## src/rtl/commit_pkg.sv

```systemverilog
// Shared definitions for the in-order commit unit.
//   - MIPS opcode / funct / rt constants used to classify head-window entries
//   - cls_t: per-slot instruction class flags
//   - state_e: store / break handshake FSM encoding
//   - instr_class(): instruction word -> class flags
package commit_pkg;

  localparam logic [5:0] OP_SPECIAL = 6'h00;
  localparam logic [5:0] OP_REGIMM  = 6'h01;
  localparam logic [5:0] OP_BEQ     = 6'h04;
  localparam logic [5:0] OP_BNE     = 6'h05;
  localparam logic [5:0] OP_SW      = 6'h2B;
  localparam logic [5:0] FN_BREAK   = 6'h0D;
  localparam logic [4:0] RT_BLTZ    = 5'h00;
  localparam logic [4:0] RT_BGEZ    = 5'h01;

  typedef enum logic [1:0] {
    ST_IDLE  = 2'd0,
    ST_STORE = 2'd1,
    ST_BRK   = 2'd2
  } state_e;

  typedef struct packed {
    logic wr_reg;   // retires immediately and writes the regfile
    logic branch;   // needs its delay slot in the same commit group
    logic sw;       // slot-0 only, goes through the store handshake
    logic brk;      // slot-0 only, goes through the break handshake
  } cls_t;

  // Anything that is not a branch, store or break is treated as a
  // zero-latency register-writing op (ALU, lui, shifts, jal, lw, mult, mfhi).
  function automatic cls_t instr_class(input logic [31:0] instr);
    cls_t c;
    logic [5:0] op;
    op       = instr[31:26];
    c.brk    = (op == OP_SPECIAL) && (instr[5:0] == FN_BREAK);
    c.sw     = (op == OP_SW);
    c.branch = (op == OP_BEQ) || (op == OP_BNE) ||
               ((op == OP_REGIMM) &&
                ((instr[20:16] == RT_BLTZ) || (instr[20:16] == RT_BGEZ)));
    c.wr_reg = !(c.brk || c.sw || c.branch);
    return c;
  endfunction

endpackage

```

## src/rtl/commit_multi_if.sv

```systemverilog
// Head-window / commit-result bundle of the commit unit.
//   master : ROB head window + memory/break handshake side (drives head_*,
//            regstat_tag, memio_bit, mem_grant, rls, stall)
//   slave  : commit unit (drives commit_mask, commit_cnt, regfile_we,
//            regstat_clr, rollback, stall_rollback, mem_req, write_cache,
//            memio_we, stat_output)
interface commit_multi_if #(
  parameter int COMMIT_W  = 2,
  parameter int ROB_IDX_W = 5,
  parameter int DATA_W    = 32
);
  logic [COMMIT_W-1:0][ROB_IDX_W-1:0] head_tag;
  logic [COMMIT_W-1:0]                head_ready;
  logic [COMMIT_W-1:0][DATA_W-1:0]    head_instr;
  logic [COMMIT_W-1:0][DATA_W-1:0]    head_value;
  logic [COMMIT_W-1:0][DATA_W-1:0]    pred_addr;
  logic [COMMIT_W-1:0][ROB_IDX_W-1:0] regstat_tag;
  logic                               memio_bit;
  logic                               mem_grant;
  logic                               rls;
  logic                               stall;

  logic [COMMIT_W-1:0]                commit_mask;
  logic [2:0]                         commit_cnt;
  logic [COMMIT_W-1:0]                regfile_we;
  logic [COMMIT_W-1:0]                regstat_clr;
  logic                               rollback;
  logic                               stall_rollback;
  logic                               mem_req;
  logic                               write_cache;
  logic                               memio_we;
  logic [7:0]                         stat_output;

  modport master (
    output head_tag, head_ready, head_instr, head_value, pred_addr,
           regstat_tag, memio_bit, mem_grant, rls, stall,
    input  commit_mask, commit_cnt, regfile_we, regstat_clr, rollback,
           stall_rollback, mem_req, write_cache, memio_we, stat_output
  );

  modport slave (
    input  head_tag, head_ready, head_instr, head_value, pred_addr,
           regstat_tag, memio_bit, mem_grant, rls, stall,
    output commit_mask, commit_cnt, regfile_we, regstat_clr, rollback,
           stall_rollback, mem_req, write_cache, memio_we, stat_output
  );
endinterface

```

## src/rtl/commit_decode.sv

```systemverilog
// Per-slot instruction classifier.
//   instr : 32-bit instruction word of one head-window slot
//   cls   : class flags (wr_reg, branch, sw, brk)
module commit_decode
  import commit_pkg::*;
(
  input  logic [31:0] instr,
  output cls_t        cls
);
  assign cls = instr_class(instr);
endmodule

```

## src/rtl/commit_multi.sv

```systemverilog
// In-order commit unit: retires up to COMMIT_W ROB head entries per clk.
// Ports:
//   clk, rst : clock, synchronous active-high reset
//   bus      : commit_multi_if.slave (head window in, commit results out)
//   retired_ctr / rollback_ctr : only when COMMIT_PERF_CTR_EN is defined
// Optional feature macro: COMMIT_PERF_CTR_EN (retire / rollback counters).
module commit_multi
  import commit_pkg::*;
#(
  parameter int COMMIT_W  = 2,
  parameter int ROB_IDX_W = 5,
  parameter int DATA_W    = 32
) (
  input  logic               clk,
  input  logic               rst,
  commit_multi_if.slave      bus
`ifdef COMMIT_PERF_CTR_EN
  ,
  output logic [31:0]        retired_ctr,
  output logic [15:0]        rollback_ctr
`endif
);

  if (COMMIT_W < 1 || COMMIT_W > 4) begin : g_w_chk
    $error("commit_multi: COMMIT_W must be in 1..4");
  end

  cls_t [COMMIT_W-1:0] cls;

  for (genvar i = 0; i < COMMIT_W; i++) begin : g_dec
    commit_decode u_dec (
      .instr (bus.head_instr[i][31:0]),
      .cls   (cls[i])
    );
  end

  state_e              state, state_n;
  logic                mem_req_n, write_cache_n, memio_we_n;
  logic [7:0]          stat_n;
  logic [COMMIT_W:0]   rdy_ext;
  logic [COMMIT_W-1:0] scan_mask, mask;
  logic                scan_rb, rb, stop, dly;
  logic [2:0]          cnt;

  // Extra always-0 slot: a branch in the last slot sees its delay slot
  // not ready and waits for the window to advance.
  assign rdy_ext = {1'b0, bus.head_ready};

  // IDLE-state retire scan, oldest first.
  always_comb begin
    scan_mask = '0;
    scan_rb   = 1'b0;
    stop      = 1'b0;
    dly       = 1'b0;
    for (int i = 0; i < COMMIT_W; i++) begin
      if (dly) begin
        // delay slot rides along with its branch
        scan_mask[i] = 1'b1;
        dly          = 1'b0;
        if (scan_rb) stop = 1'b1;   // younger slots are wrong-path
      end else if (!stop) begin
        if (!bus.head_ready[i]) begin
          stop = 1'b1;
        end else if (cls[i].sw || cls[i].brk) begin
          // memio store retires alone; memory stores / breaks go via FSM
          if (i == 0 && cls[i].sw && bus.memio_bit) scan_mask[i] = 1'b1;
          stop = 1'b1;
        end else if (cls[i].branch) begin
          if (rdy_ext[i+1]) begin
            scan_mask[i] = 1'b1;
            dly          = 1'b1;
            scan_rb      = (bus.pred_addr[i] != bus.head_value[i]);
          end else begin
            stop = 1'b1;
          end
        end else begin
          scan_mask[i] = 1'b1;
        end
      end
    end
  end

  // FSM next state and final commit mask.
  always_comb begin
    state_n       = state;
    mem_req_n     = bus.mem_req;
    write_cache_n = 1'b0;
    memio_we_n    = 1'b0;
    stat_n        = bus.stat_output;
    mask          = '0;
    rb            = 1'b0;
    case (state)
      ST_IDLE: if (!bus.stall) begin
        mask = scan_mask;
        rb   = scan_rb;
        if (bus.head_ready[0] && cls[0].sw) begin
          if (bus.memio_bit) begin
            memio_we_n = 1'b1;
          end else begin
            state_n   = ST_STORE;
            mem_req_n = 1'b1;
          end
        end else if (bus.head_ready[0] && cls[0].brk) begin
          state_n = ST_BRK;
          stat_n  = bus.head_instr[0][13:6];
        end
      end
      // grant is honoured even under stall
      ST_STORE: if (bus.mem_grant) begin
        mask[0]       = 1'b1;
        write_cache_n = 1'b1;
        mem_req_n     = 1'b0;
        state_n       = ST_IDLE;
      end
      ST_BRK: if (bus.rls && !bus.stall) begin
        mask[0] = 1'b1;
        stat_n  = 8'h00;
        state_n = ST_IDLE;
      end
      default: state_n = ST_IDLE;
    endcase
    // head window is not trusted while reset is asserted
    if (rst) begin
      mask = '0;
      rb   = 1'b0;
    end
  end

  always_ff @(posedge clk) begin
    if (rst) begin
      state           <= ST_IDLE;
      bus.mem_req     <= 1'b0;
      bus.write_cache <= 1'b0;
      bus.memio_we    <= 1'b0;
      bus.stat_output <= 8'h00;
    end else begin
      state           <= state_n;
      bus.mem_req     <= mem_req_n;
      bus.write_cache <= write_cache_n;
      bus.memio_we    <= memio_we_n;
      bus.stat_output <= stat_n;
    end
  end

  always_comb begin
    cnt = '0;
    for (int i = 0; i < COMMIT_W; i++) cnt = cnt + 3'(mask[i]);
  end

  always_comb begin
    for (int i = 0; i < COMMIT_W; i++) begin
      bus.regfile_we[i]  = mask[i] & cls[i].wr_reg;
      bus.regstat_clr[i] = mask[i] & (bus.regstat_tag[i] == bus.head_tag[i]);
    end
  end

  assign bus.commit_mask    = mask;
  assign bus.commit_cnt     = cnt;
  assign bus.rollback       = rb;
  assign bus.stall_rollback = !rst && (state == ST_IDLE) && bus.stall &&
                              bus.head_ready[0] && cls[0].branch &&
                              (bus.pred_addr[0] != bus.head_value[0]);

`ifdef COMMIT_PERF_CTR_EN
  always_ff @(posedge clk) begin
    if (rst) begin
      retired_ctr  <= '0;
      rollback_ctr <= '0;
    end else begin
      retired_ctr  <= retired_ctr + 32'(cnt);
      rollback_ctr <= rollback_ctr + 16'(rb);
    end
  end
`endif

endmodule

```

## src/flat_wrapper.sv

```systemverilog
// flat-port wrapper written by rule: the top's interface ports become plain ports
module commit_multi_flat import commit_pkg::*;
#(
  parameter int COMMIT_W  = 2,
  parameter int ROB_IDX_W = 5,
  parameter int DATA_W    = 32
)
  (clk, rst, bus_head_tag, bus_head_ready, bus_head_instr, bus_head_value, bus_pred_addr, bus_regstat_tag, bus_memio_bit, bus_mem_grant, bus_rls, bus_stall, bus_commit_mask, bus_commit_cnt, bus_regfile_we, bus_regstat_clr, bus_rollback, bus_stall_rollback, bus_mem_req, bus_write_cache, bus_memio_we, bus_stat_output);
  commit_multi_if #(.COMMIT_W(COMMIT_W), .ROB_IDX_W(ROB_IDX_W), .DATA_W(DATA_W)) bus_i ();
  input  logic clk;
  input  logic rst;
  input wire logic [$bits(bus_i.head_tag)-1:0] bus_head_tag;
  input wire logic [$bits(bus_i.head_ready)-1:0] bus_head_ready;
  input wire logic [$bits(bus_i.head_instr)-1:0] bus_head_instr;
  input wire logic [$bits(bus_i.head_value)-1:0] bus_head_value;
  input wire logic [$bits(bus_i.pred_addr)-1:0] bus_pred_addr;
  input wire logic [$bits(bus_i.regstat_tag)-1:0] bus_regstat_tag;
  input wire logic [$bits(bus_i.memio_bit)-1:0] bus_memio_bit;
  input wire logic [$bits(bus_i.mem_grant)-1:0] bus_mem_grant;
  input wire logic [$bits(bus_i.rls)-1:0] bus_rls;
  input wire logic [$bits(bus_i.stall)-1:0] bus_stall;
  output wire logic [$bits(bus_i.commit_mask)-1:0] bus_commit_mask;
  output wire logic [$bits(bus_i.commit_cnt)-1:0] bus_commit_cnt;
  output wire logic [$bits(bus_i.regfile_we)-1:0] bus_regfile_we;
  output wire logic [$bits(bus_i.regstat_clr)-1:0] bus_regstat_clr;
  output wire logic [$bits(bus_i.rollback)-1:0] bus_rollback;
  output wire logic [$bits(bus_i.stall_rollback)-1:0] bus_stall_rollback;
  output wire logic [$bits(bus_i.mem_req)-1:0] bus_mem_req;
  output wire logic [$bits(bus_i.write_cache)-1:0] bus_write_cache;
  output wire logic [$bits(bus_i.memio_we)-1:0] bus_memio_we;
  output wire logic [$bits(bus_i.stat_output)-1:0] bus_stat_output;
  assign bus_i.head_tag = bus_head_tag;
  assign bus_i.head_ready = bus_head_ready;
  assign bus_i.head_instr = bus_head_instr;
  assign bus_i.head_value = bus_head_value;
  assign bus_i.pred_addr = bus_pred_addr;
  assign bus_i.regstat_tag = bus_regstat_tag;
  assign bus_i.memio_bit = bus_memio_bit;
  assign bus_i.mem_grant = bus_mem_grant;
  assign bus_i.rls = bus_rls;
  assign bus_i.stall = bus_stall;
  assign bus_commit_mask = bus_i.commit_mask;
  assign bus_commit_cnt = bus_i.commit_cnt;
  assign bus_regfile_we = bus_i.regfile_we;
  assign bus_regstat_clr = bus_i.regstat_clr;
  assign bus_rollback = bus_i.rollback;
  assign bus_stall_rollback = bus_i.stall_rollback;
  assign bus_mem_req = bus_i.mem_req;
  assign bus_write_cache = bus_i.write_cache;
  assign bus_memio_we = bus_i.memio_we;
  assign bus_stat_output = bus_i.stat_output;
  commit_multi #(.COMMIT_W(COMMIT_W), .ROB_IDX_W(ROB_IDX_W), .DATA_W(DATA_W)) u_core (.clk(clk), .rst(rst), .bus(bus_i));
endmodule
```

## config.mk

```make
export PLATFORM = sky130hd
export DESIGN_NAME = commit_multi_flat
export DESIGN_NICKNAME = d
export VERILOG_FILES = /design/src/rtl/commit_pkg.sv /design/src/rtl/commit_multi_if.sv /design/src/rtl/commit_decode.sv /design/src/rtl/commit_multi.sv /design/src/flat_wrapper.sv
export SDC_FILE = /design/constraint.sdc
export NUM_CORES = 1
export LEC_CHECK = 0
export BUFFER_PORTS_ARGS = -buffer_cell sky130_fd_sc_hd__buf_2
export CAP_MARGIN = 25
export CELL_PAD_IN_SITES_DETAIL_PLACEMENT = 0
export CELL_PAD_IN_SITES_GLOBAL_PLACEMENT = 1
export CORE_UTILIZATION = 15
export CTS_BUF_LIST = sky130_fd_sc_hd__clkbuf_8 sky130_fd_sc_hd__clkbuf_16
export DETAILED_ROUTE_END_ITERATION = 16
export PLACE_DENSITY_LB_ADDON = 0.1
export SKIP_LAST_GASP = 1
export SLEW_MARGIN = 0
export SYNTH_ARGS = -nofsm -noshare
export SYNTH_HDL_FRONTEND = slang
export SYNTH_SLANG_ARGS = --single-unit
```

## constraint.sdc

```tcl
create_clock -name clk -period 5.1 [get_ports clk]
set_input_delay 1.275 -clock clk [delete_from_list [all_inputs] [get_ports clk]]
set_output_delay 1.275 -clock clk [all_outputs]
set_load 0.05 [all_outputs]
```

==> flow_summary.toml, run 1 <==
[min_path]
holdCritStartpoint = "u_core.bus.stat_output[1]"
min_path_type = "flop to flop"
holdPathStages = 2
holdPathEnd = "u_core.bus.stat_output[1]"

[status]
status = "finished clean"

[yosys]
yosys-top-cells-count = "37 x xor2_1, 14 x nand3_1, 14 x nor2_1"
ys_ff_latch = 13
seq_area_frac_synth_pct = 20.6
async_flop_share_pct = 0
syn_nets = 388
netlist.top_cell.by_area = "xor2_1"
synth_ff_type = "dfxtp_1"
syn_inst = 167
synth-edff-count = 0
syn-cell-area_um2 = 1260
synth.top_cell.area_share_pct = 25.7
netlist_top_cells_area = "xor2_1 26%, dfxtp_1 21%, nor4_1 5.9%"
avgSynthCellArea_um2 = 7.56
ys_types = 31
yosysWarnings = 0
yosysMostFrequentCell = "xor2_1"

[clocking]
cts_max_path_buffers = 2
cts_root_buf = "clkbuf_8"
cts_resized = 0
clk_latency_ns = 0.24
tritoncts = "done"
post_cts_buffers = 0
cts_htree_levels = 1
cts_buffers = 3
cts.sinks = 13
clkTransAtPathRegs_ns = 0.05
postCtsHoldBufs = 0

[detailed_routing]
drtIter0Drc = 32
postRouteAntennaNets = 0
remaining_drc_errors = 0
wl_per_cell_um = 10.7
wl_um = 4560
num_vias = 1725
vias_per_cell = 4.04
dr.pass1.iters = 4

[placed_design]
dpl.hpwl_um = 4070
place_inst = 423
place.gp.congestion = 0.705
place_ws_ns = 0.421
io_buffers = 152
place_area_um2 = 2150

[grt]
overflow = 0
grt_usage_pct = 9.86
grt_max_degree = 14
grt_pass1_wl_um = 7020
grt_pass1_vias = 1569
antenna_found_initial = 0

[floorplan]
fp.dieW_um = 93.7
initial_core_util_pct = 15.4
die_h_um = 93.7
num_rows = 33
io_pins = 242
coreArea_um2 = 8180
dieArea_um2 = 8790

[timing]
fmax_ghz = 0.215
fin_ws_ns = 0.455
tns_ns = 0
fin_crit_ns = 4.64
slew_violations = 0
fin_worst_skew_ns = 0.00209
slew_headroom_pct = 64.1
min_period_over_period_pct = 91.1
setup_viol = 0
rsz0062_at_grt = "false"
hold_viol = 0
worst_pin_slew_ns = 0.524

[worst_setup_path]
arrival_ns = 3.37
critPathMaxStageDelay_ns = 0.57
reg2regPathDepth = 4
path_class = "primary input to primary output"
cp-end-kind = "primary output"
path_delay_family = "simple AND/OR/NAND/NOR gates"
timing.rr.start = "u_core.state[1]"
cp_slowest_cell = "or4_4"
cpMostUsedCell = "buf_2"
cp.buffers_inverters = 3
crit_path_start_kind = "primary input"
worstPathRequired_ns = 3.83
worstPathMaxFanout = 6
reg2reg_to = "u_core.bus.stat_output[3]"
worstPathCellList = "buf_2 > or4_4 > nor3_4 > a2111oi_0 > o311ai_2 > inv_1 > ha_1 > buf_2"
rrSetupSlack_ns = 3.75

[layout]
stdcell_area_um2 = 2200
fin_cells = 427
syn2layout_area_growth_pct = 74.2
fin_nets = 544
n_fill_cell = 948
antenna_cells = 0
final_layout_size_suffix_gt1_share_pct = 50.0

[power_and_ir_drop]
power_density_nw_per_um2 = 136
total_leakage_power_nw = 1.14
ir_worst_vdd_mv = 0.0568

[flow_run]
drv_cap = 0
==> cell usage in the layout (no fill, tap or decap) <==
master / Yosys / routed
or4_4: 1 / 1
a31oi_1: 3 / 3
nor4_1: 12 / 12
nor3_4: 1 / 1
or4bb_1: 1 / 1
a221oi_1: 1 / 1
a21o_1: 1 / 1
nand3_1: 14 / 14
or4b_1: 1 / 1
a2111oi_0: 1 / 1
a21boi_0: 1 / 1
and2_1: 1 / 1
clkbuf_8: 0 / 3
a21oi_1: 10 / 10
nand2b_1: 2 / 2
ha_1: 1 / 1
inv_1: 5 / 6
nor3_1: 8 / 8
conb_1: 1 / 1
a32oi_1: 1 / 1
and3_1: 5 / 5
xor2_1: 37 / 37
o311ai_2: 1 / 1
buf_2: 0 / 152
xnor2_1: 5 / 5
dfxtp_1: 13 / 13
buf_4: 2 / 3
o21ai_0: 4 / 4
nand2_1: 12 / 12
nand4_1: 3 / 3
nor4bb_1: 3 / 3
nor2_1: 14 / 14
==> worst max path at each step <==
stage | depth (start not counted) | endpoint | start | slack (ns)
2_1_floorplan | 5 | bus_regstat_clr[0] | bus_head_instr[31] | 0.07
3_3_place_gp | 8 | bus_commit_cnt[0] | bus_head_instr[27] | 0.40
3_5_place_dp | 8 | bus_commit_cnt[0] | bus_head_instr[27] | 0.42
4_1_cts | 8 | bus_commit_cnt[0] | bus_head_instr[27] | 0.41
5_1_grt | 8 | bus_commit_cnt[0] | bus_head_instr[27] | 0.28
6_report | 8 | bus_commit_cnt[0] | bus_head_instr[27] | 0.46
==> cells by family (layout without fill, tap and decap cells) <==
family                     after synthesis  count (layout)  share of synthesized area, %
xor gates and xnor gates                42              42                          29.1
DFF                                     13              13                          20.6
AOI/OAI and AO/OA                       23              23                          11.6
buffers and inverters                    9             164                          3.27
adders and majority gates                1               1                         0.991
other                                    1               1                         0.297
and+or+nand+nor                         78              78                          34.1
==> worst reg2reg max path: stages, from the launching register on <==
cell and delay, ns:
dfxtp_1 0.40, nor2_1 0.25, and3_1 0.40, nand2_1 0.10, a21oi_1 0.14
==> final cells by class <==
cell class                      instances  area, um2  area share, %
Sequential cell                        13        260           11.8
Clock buffer                            3       41.3           1.88
Multi-Input combinational cell        145        961           43.7
Tap cell                              105        131           5.97
Inverter                                5       18.8          0.853
Timing Repair Buffer                  155        783           35.6
Clock inverter                          1       3.75          0.171
==> state kept, by name, indices dropped and copies added, names as in the netlist <==
name / cells
u_core.bus.stat_output: 8
u_core.state: 2
u_core.bus.mem_req: 1
u_core.bus.memio_we: 1
u_core.bus.write_cache: 1
==> through the flow <==
| step | utilization (%) | total power [mW] | hold WS, ns |
|---|---|---|---|
| 2_1_floorplan | - | 0.151 | 0.504 |
| 3_3_place_gp | 26.4 | 0.216 | 0.450 |
| 3_5_place_dp | 26.4 | 0.216 | 0.455 |
| 4_1_cts | 26.9 | 0.306 | 0.463 |
| 5_1_grt | 26.9 | 0.321 | 0.483 |
| 6_report | 26.9 | 0.300 | 0.457 |
==> where the power goes <==
group / switching, mW / internal (mW)
Combinational: 0.0514 / 0.0594
Sequential: 0.0000515 / 0.102
Clock: 0.0344 / 0.0530
==> per-layer routing <==
layer	track usage, %	share of wire (%)	up-vias
met3	1.78	8.5	2
met5	0	0	-
met2	18.2	50	90
met1	11.8	41	724
li1	-	-	909
met4	2.05	0.59	0
Note: power is estimated with default switching activity, not from simulation.
==> run 2: changes to the inputs <==
--- a/config.mk
+++ b/config.mk
@@ -12,7 +12,7 @@
 export CORE_UTILIZATION = 15
 export CTS_BUF_LIST = sky130_fd_sc_hd__clkbuf_8 sky130_fd_sc_hd__clkbuf_16
 export DETAILED_ROUTE_END_ITERATION = 16
-export PLACE_DENSITY_LB_ADDON = 0.1
+export PLACE_DENSITY = 0.94
 export SKIP_LAST_GASP = 1
 export SLEW_MARGIN = 0
 export SYNTH_ARGS = -nofsm -noshare
==> run 2 against run 1 <==
Against the previous run:
- non-clock buffer count shrank 2
- power up 1.8%
- flip-flop and latch count is the same
- sequential share of layout area up 0.081 points
- routed wire length increased by 25%
- critical endpoint unchanged
- worst hold slack gained 0.0040 ns
- fmax fell by 0.40%
- register-to-register slack worse by 0.15 ns
- clock skew is 0.0015 ns higher
- clock power up 3.0%
==> flow_summary.toml, run 2 (synthesis results as in run 1) <==
[status]
status = "finished clean"

[placed_design]
place.gp.congestion = 0.815
place_inst = 421
place_area_um2 = 2140
place_ws_ns = 0.426
dpl.hpwl_um = 5250
io_buffers = 152

[floorplan]
die_h_um = 93.7
num_rows = 33
coreArea_um2 = 8180
io_pins = 242
dieArea_um2 = 8790
fp.dieW_um = 93.7
initial_core_util_pct = 15.4

[power_and_ir_drop]
total_power_mw = 0.305
total_leakage_power_nw = 1.13
power_density_nw_per_um2 = 140
ir_worst_vdd_mv = 0.0729

[detailed_routing]
dr.pass1.iters = 4
remaining_drc_errors = 0
vias_per_cell = 4.22
wl_per_cell_um = 13.4
num_vias = 1794
postRouteAntennaNets = 0
wl_um = 5710
drtIter0Drc = 51

[timing]
min_period_over_period_pct = 91.4
tns_ns = 0
hold_viol = 0
slew_violations = 0
fmax_ghz = 0.214
fin_crit_ns = 4.66
whs_ns = 0.461
setup_viol = 0
rsz0062_at_grt = "false"
worst_pin_slew_ns = 0.637
fin_ws_ns = 0.437
slew_headroom_pct = 56.4
fin_worst_skew_ns = 0.00361

[layout]
fin_nets = 542
largest_register_ffs = 8
stdcell_area_um2 = 2180
layout_commonest_cell = "buf_2"
antenna_cells = 0
final_util_pct = 26.7
reg.largest.list = "u_core.bus.stat_output x8, u_core.state x2"
final_layout_size_suffix_gt1_share_pct = 49.7
fin_cells = 425
syn2layout_area_growth_pct = 73.0
regMostFlops = "u_core.bus.stat_output"
layout_common_cells = "152 x buf_2, 37 x xor2_1, 14 x nor2_1, 14 x nand3_1, 13 x dfxtp_1"

[grt]
grt_pass1_wl_um = 8740
antenna_found_initial = 0
overflow = 0
grt_max_degree = 14
grt_usage_pct = 13.0
grt_pass1_vias = 1888

[min_path]
min_path_type = "flop to flop"
holdPathEnd = "u_core.bus.stat_output[5]"
holdCritStartpoint = "u_core.bus.stat_output[5]"
holdPathStages = 2

[worst_setup_path]
reg2reg_to = "u_core.bus.stat_output[1]"
critPathMaxStageDelay_ns = 0.60
cp-end-kind = "primary output"
timing.rr.start = "u_core.state[0]"
worstPathRequired_ns = 3.83
crit_path_start_kind = "primary input"
rrSetupSlack_ns = 3.60
cpMostUsedCell = "buf_2"
arrival_ns = 3.39
worstPathCellList = "buf_2 > or4bb_1 > nor3_4 > a2111oi_0 > o311ai_2 > inv_1 > ha_1 > buf_2"
reg2regPathDepth = 4
worstPathMaxFanout = 6
path_class = "primary input to primary output"
cp_slowest_cell = "or4bb_1"

[clocking]
cts.sinks = 13
cts_buffers = 3
cts_htree_levels = 1
cts_max_path_buffers = 2
postCtsHoldBufs = 0
clk_latency_ns = 0.24
cts_resized = 0
clkTransAtPathRegs_ns = 0.05
cts_root_buf = "clkbuf_8"
tritoncts = "done"
post_cts_buffers = 0

[flow_run]
drv_cap = 0
## run 2: layout make-up
| class | instances | area [um2] |
|---|---|---|
| Fill cell | 916 | 5990 |
| Timing Repair Buffer | 153 | 768 |
| Clock buffer | 3 | 41.3 |
| Sequential cell | 13 | 260 |
| Inverter | 5 | 18.8 |
| Clock inverter | 1 | 3.75 |
| Tap cell | 105 | 131 |
| Multi-Input combinational cell | 145 | 961 |
## run 2: layer usage
layer  track usage (%)  wire length (um)
met1              14.8              2330
met2              25.3              2840
met3              2.59               532
met4              1.15                10
met5                 0                 0
## run 2: worst max path at each step
stage,start,endpoint,slack (ns)
2_1_floorplan,bus_head_instr[31],bus_regstat_clr[0],0.07
3_3_place_gp,bus_head_instr[5],bus_commit_cnt[0],0.43
3_5_place_dp,bus_head_instr[5],bus_commit_cnt[0],0.43
4_1_cts,bus_head_instr[5],bus_commit_cnt[0],0.42
5_1_grt,bus_head_instr[5],bus_commit_cnt[0],0.27
6_report,bus_head_instr[5],bus_commit_cnt[0],0.44
## run 2: critical path: cells and delay by family
kind / cells / cell delay, ns
and+or+nand+nor: 2 / 0.90
buffers and inverters: 3 / 0.46
AOI/OAI and AO/OA: 2 / 0.46
adders and majority gates: 1 / 0.29
## run 2: power breakdown
group	switching [mW]	internal (mW)
logic	0.0545	0.0590
registers	0.0000511	0.102
clock network	0.0368	0.0531
